### config.mk
export PLATFORM = sky130hd
export DESIGN_NAME = min_sec_counter
export DESIGN_NICKNAME = d
export VERILOG_FILES = /design/src/rtl/clock_pkg.sv /design/src/rtl/tick_prescaler.sv /design/src/rtl/min_sec_counter.sv
export SDC_FILE = /design/constraint.sdc
export NUM_CORES = 1
export LEC_CHECK = 0
export ABC_CLOCK_PERIOD_IN_PS = 2800
export CORE_MARGIN = 2
export CORE_UTILIZATION = 55
export DETAILED_ROUTE_END_ITERATION = 12
export DONT_BUFFER_PORTS = 1
export GPL_ROUTABILITY_DRIVEN = 0
export PLACE_DENSITY = 0.73
export SLEW_MARGIN = 10
export SYNTH_ARGS = -nofsm -noshare
export SYNTH_HDL_FRONTEND = slang
export SYNTH_HIERARCHICAL = 1
export SYNTH_SLANG_ARGS = --single-unit
export TNS_END_PERCENT = 10
### constraint.sdc
create_clock -name clk -period 2.8 [get_ports clk]
set_clock_uncertainty 0.05 [all_clocks]
set_input_delay 0.42 -clock clk [delete_from_list [all_inputs] [get_ports clk]]
set_output_delay 0.42 -clock clk [all_outputs]
set_load 0.005 [all_outputs]
### src/rtl/clock_pkg.sv
// Shared types and limits for the seconds/minutes timekeeper.
package clock_pkg;

    typedef enum logic [1:0] {
        RUN      = 2'd0,
        SET_MIN  = 2'd1,
        SET_HOUR = 2'd2
    } set_mode_t;

    localparam logic [5:0] SEC_MAX = 6'd59;
    localparam logic [5:0] MIN_MAX = 6'd59;

    function automatic logic [5:0] wrap_inc(input logic [5:0] value, input logic [5:0] max);
        return (value == max) ? 6'd0 : value + 6'd1;
    endfunction

endpackage

### src/rtl/tick_prescaler.sv
// Divides clk down to a one-cycle tick every CLK_HZ cycles while enabled.
module tick_prescaler #(
    parameter int CLK_HZ = 50_000_000
) (
    input  logic clk,
    input  logic resetN,
    input  logic en,
    input  logic clr,
    output logic tick
);

    localparam int CW = (CLK_HZ > 1) ? $clog2(CLK_HZ) : 1;
    localparam logic [CW-1:0] LAST = CW'(CLK_HZ - 1);

    logic [CW-1:0] count_q;
    logic [CW-1:0] count_d;

    assign tick = en && (count_q == LAST);

    // NOTE: give every always_comb output a default first so no path leaves it unassigned (no latch).
    always_comb begin
        count_d = count_q;
        if (clr) begin
            count_d = '0;
        end else if (en) begin
            count_d = tick ? '0 : count_q + CW'(1);
        end
    end

    // NOTE: sequential state uses <= so every flop samples pre-edge values regardless of statement order.
    always_ff @(posedge clk or negedge resetN) begin
        if (!resetN) begin
            count_q <= '0;
        end else begin
            count_q <= count_d;
        end
    end

endmodule

### src/rtl/min_sec_counter.sv
// Seconds/minutes counter with set mode; emits a registered carry pulse that clocks the hour counter.
module min_sec_counter
    import clock_pkg::*;
#(
    parameter int CLK_HZ = 50_000_000
) (
    input  logic       clk,
    input  logic       resetN,
    input  logic       mode_btn,
    input  logic       inc_btn,
    output logic [5:0] OutSec,
    output logic [5:0] OutMin,
    output logic       CarryOutHour,
    output logic [1:0] SetMode
);

    set_mode_t  state_q, state_d;
    logic [5:0] sec_q, sec_d;
    logic [5:0] min_q, min_d;
    logic       carry_q, carry_d;
    logic       mode_btn_q, inc_btn_q;

    logic mode_press;
    logic inc_press;
    logic carry_req;
    logic tick;
    logic run_en;

    assign mode_press = mode_btn & ~mode_btn_q;
    // A mode press in the same cycle swallows any inc press.
    assign inc_press  = inc_btn & ~inc_btn_q & ~mode_press;

    tick_prescaler #(
        .CLK_HZ (CLK_HZ)
    ) u_prescaler (
        .clk    (clk),
        .resetN (resetN),
        .en     (run_en),
        .clr    (mode_press),
        .tick   (tick)
    );

    always_ff @(posedge clk or negedge resetN) begin
        if (!resetN) begin
            state_q <= RUN;
        end else begin
            state_q <= state_d;
        end
    end

    always_comb begin
        state_d = state_q;
        if (mode_press) begin
            unique case (state_q)
                RUN:      state_d = SET_MIN;
                SET_MIN:  state_d = SET_HOUR;
                SET_HOUR: state_d = RUN;
                default:  state_d = RUN;
            endcase
        end
    end

    always_comb begin
        SetMode = state_q;
        run_en  = (state_q == RUN);
    end

    always_comb begin
        sec_d     = sec_q;
        min_d     = min_q;
        carry_req = 1'b0;
        if (mode_press) begin
            if (state_q == RUN) begin
                sec_d = 6'd0;
            end
        end else begin
            unique case (state_q)
                RUN: begin
                    if (tick) begin
                        if (sec_q == SEC_MAX) begin
                            sec_d = 6'd0;
                            if (min_q == MIN_MAX) begin
                                min_d     = 6'd0;
                                carry_req = 1'b1;
                            end else begin
                                min_d = min_q + 6'd1;
                            end
                        end else begin
                            sec_d = sec_q + 6'd1;
                        end
                    end
                end
                SET_MIN: begin
                    if (inc_press) begin
                        min_d = wrap_inc(min_q, MIN_MAX);
                    end
                end
                SET_HOUR: begin
                    if (inc_press) begin
                        carry_req = 1'b1;
                    end
                end
                default: ;
            endcase
        end
        // Guarantees a low cycle between any two carry pulses.
        carry_d = carry_req & ~carry_q;
    end

    always_ff @(posedge clk or negedge resetN) begin
        if (!resetN) begin
            sec_q      <= 6'd0;
            min_q      <= 6'd0;
            carry_q    <= 1'b0;
            mode_btn_q <= 1'b0;
            inc_btn_q  <= 1'b0;
        end else begin
            sec_q      <= sec_d;
            min_q      <= min_d;
            carry_q    <= carry_d;
            mode_btn_q <= mode_btn;
            inc_btn_q  <= inc_btn;
        end
    end

    assign OutSec       = sec_q;
    assign OutMin       = min_q;
    assign CarryOutHour = carry_q;

endmodule
==> flow_summary.ini <==
[global_route]
antenna_found_initial = 0
grt_usage = 0.213
grt_pass1_wl_microns = 8520
grt_pass1_vias = 1756
overflow = 0
grt_max_degree = 44

[final_layout]
area_delta_synth_final_pct = 8.47
layout_common_cells = 43 x dfrtp_1, 28 x nor2_1, 18 x nand3_1, 16 x nand2_1, 14 x xor2_1
finalNetCount = 262
diodes = 0
regArea_sq_um = 1080
drive_above_1_share = 0.138
final_common_cell = dfrtp_1
fillers = 388
multiInputGateArea_sq_um = 1270
final_core_util = 0.608

[detailed_routing]
drtIter0Drc = 154
first_pass_iters = 4
viasPerCell = 6.01
vias = 1840
drt_wl_total_microns = 4920
drc = 0
postRouteAntennaNets = 0
route.detailed.wl_per_inst_microns = 16.1

[timing]
fin_crit_sh = 0.923
slew_violations = 0
rsz0062_at_grt = false
max_freq_ghz = 0.387
setup_tns_ps = 0
worst_pin_slew_ps = 566
relSlewSlack = 0.619
hold_viol = 0
period_minus_slack_ps = 2580
setup_viol = 0

[logic_synthesis]
synth_xor_area_frac = 0.0727
yosys.area_share.adder = 0.0208
synth_nets = 252
synth_top_area_cell = dfrtp_1
yosys_warnings = 6
synthSimpleGateAreaFrac = 0.286
yosys-top-cells-area = dfrtp_1 45%, xor2_1 5.1%, nor2_1 4.5%, nand3_1 3.7%, nand2_1 2.5%
synth_compound_area_frac = 0.122
synth_ff_type = dfrtp_1
synth_area_sq_um = 2410
netlist-cell-type-count = 55
seq_area_frac_synth = 0.447
synth-seq-cells = 43
avgSynthCellArea_sq_um = 9.87
synth_mux_area_frac = 0.0265
synth-edff-count = 0
syn_inst = 244
netlist.area_leader.share = 0.447
synth-async-reset-ratio = 1.00
synth_top_family_by_area = simple AND/OR/NAND/NOR gates

[worst_hold_path]
hold_path.class = in -> reg

[floorplan]
die_y_microns = 70.2
ios = 19
core-area_sq_um = 4290
fp-row-count = 24
die_w_microns = 70.2
die_area_sq_um = 4920
initial_core_util = 0.561

[power]
finalPower_mw = 1.60
p_per_area_nw_per_um2 = 611
power.leakage_nw = 1.15
ir_worst_vdd_uv = 376

[clocking]
cts.clk_slew.worst_paths_ps = 80
cts_root_buffer = clkbuf_8
htree_levels = 2
cts_setup_buffers = 0
numCtsBuffers = 5
cts_max_path_buffers = 2
cts_tree = done
worstSkewPairLatency_ps = 290
clkSinkCount = 43

[placement]
hpwl_microns = 3470
port_buffers = 0

[setup_path]
crit_fanout = 6
cp.required_ps = 2920
cp-start-kind = register
path_class = reg -> reg
end_kind = register
arrival_ps = 2700

[status]
outcome = finished, final reports clean

[run]
cap_violations = 0
## cells in the mapped netlist, drive strengths merged, types with 6 or more instances
| library cell | instances |
|---|---|
| dfrtp | 43 |
| nor2 | 31 |
| nand3 | 20 |
| nand2 | 16 |
| xor2 | 14 |
| nand4 | 10 |
| and3 | 9 |
| a21oi | 8 |
| o21ai | 8 |
| inv | 7 |
| nor3 | 6 |
| xnor2 | 6 |
## worst max-delay path, stage by stage, from the launching register on
cell and delay, ps:
dfrtp_1 440, ha_1 200, nand3_1 170, nor4_1 350, nand2_1 190, inv_1 120, inv_2 50, o41ai_4 290
and2_2 290, mux2_4 320
## report_power, final
part	internal, mW	switching (mW)
Sequential	0.705	0.116
Combinational	0.167	0.212
Clock	0.194	0.202
## layout make-up
cell class / count / area share
well taps: 52 / 0.0249
inverters: 7 / 0.0101
repair buffers: 9 / 0.0316
flip-flops and latches: 43 / 0.412
clock buffers: 6 / 0.0316
clock inverters: 1 / 0.00192
multi-input cells: 188 / 0.488
## repair_timing
item,in CTS,in global routing
hold buffers,2,0
hold endpoints to repair,43,0
resized for setup,0,1
setup endpoints to repair,0,2
## stage by stage
stage / setup WS (ps) / instance area (sq um) / hold slack [ps] / cells
2_1_floorplan: 64.2 / 2410 / 74.4 / 244
3_3_place_gp: 305 / 2490 / 75.7 / 297
3_5_place_dp: 207 / 2490 / 75.8 / 297
4_1_cts: 166 / 2610 / 93.7 / 306
5_1_grt: 20.2 / 2610 / 88.6 / 306
6_report: 216 / 2610 / 99.7 / 306
## worst paths after layout
check                           slack (ps)              startpoint  cells after the start                       to
worst max-delay path                   220  u_prescaler/count_q[0]                      9                OutMin[1]
worst min-delay path                   100                mode_btn                      0               mode_btn_q
worst max register to register         220  u_prescaler/count_q[0]                      9                OutMin[1]
worst min register to register         440            CarryOutHour                      1             CarryOutHour
max in group asynchronous             1950                  resetN                      2  u_prescaler/count_q[14]
min in group asynchronous              530                  resetN                      2   u_prescaler/count_q[2]
## state kept, by name (all words and copies together) (netlist names)
name,count
CarryOutHour,1
OutMin,6
u_prescaler/count_q,26
inc_btn_q,1
mode_btn_q,1
OutSec,6
SetMode,2
## routing by layer
| layer | global-route usage | routed length (microns) | up-vias |
|---|---|---|---|
| met5 | 0 | 0 | - |
| met4 | 0.0684 | 75 | 0 |
| met3 | 0.0317 | 146 | 6 |
| met2 | 0.303 | 2160 | 22 |
| met1 | 0.334 | 2550 | 906 |
| li1 | - | - | 906 |
## cell families (layout without fill, tap and decap cells)
group,count (synthesis),in the layout
AO/OA/AOI/OAI,39,39
flip-flops,43,43
buffers and inverters,13,23
multiplexers,5,5
AND/OR/NAND/NOR,120,120
adder cells (fa/ha/maj),4,4
XOR/XNOR,20,20
Note: power is estimated with default switching activity, not from simulation.
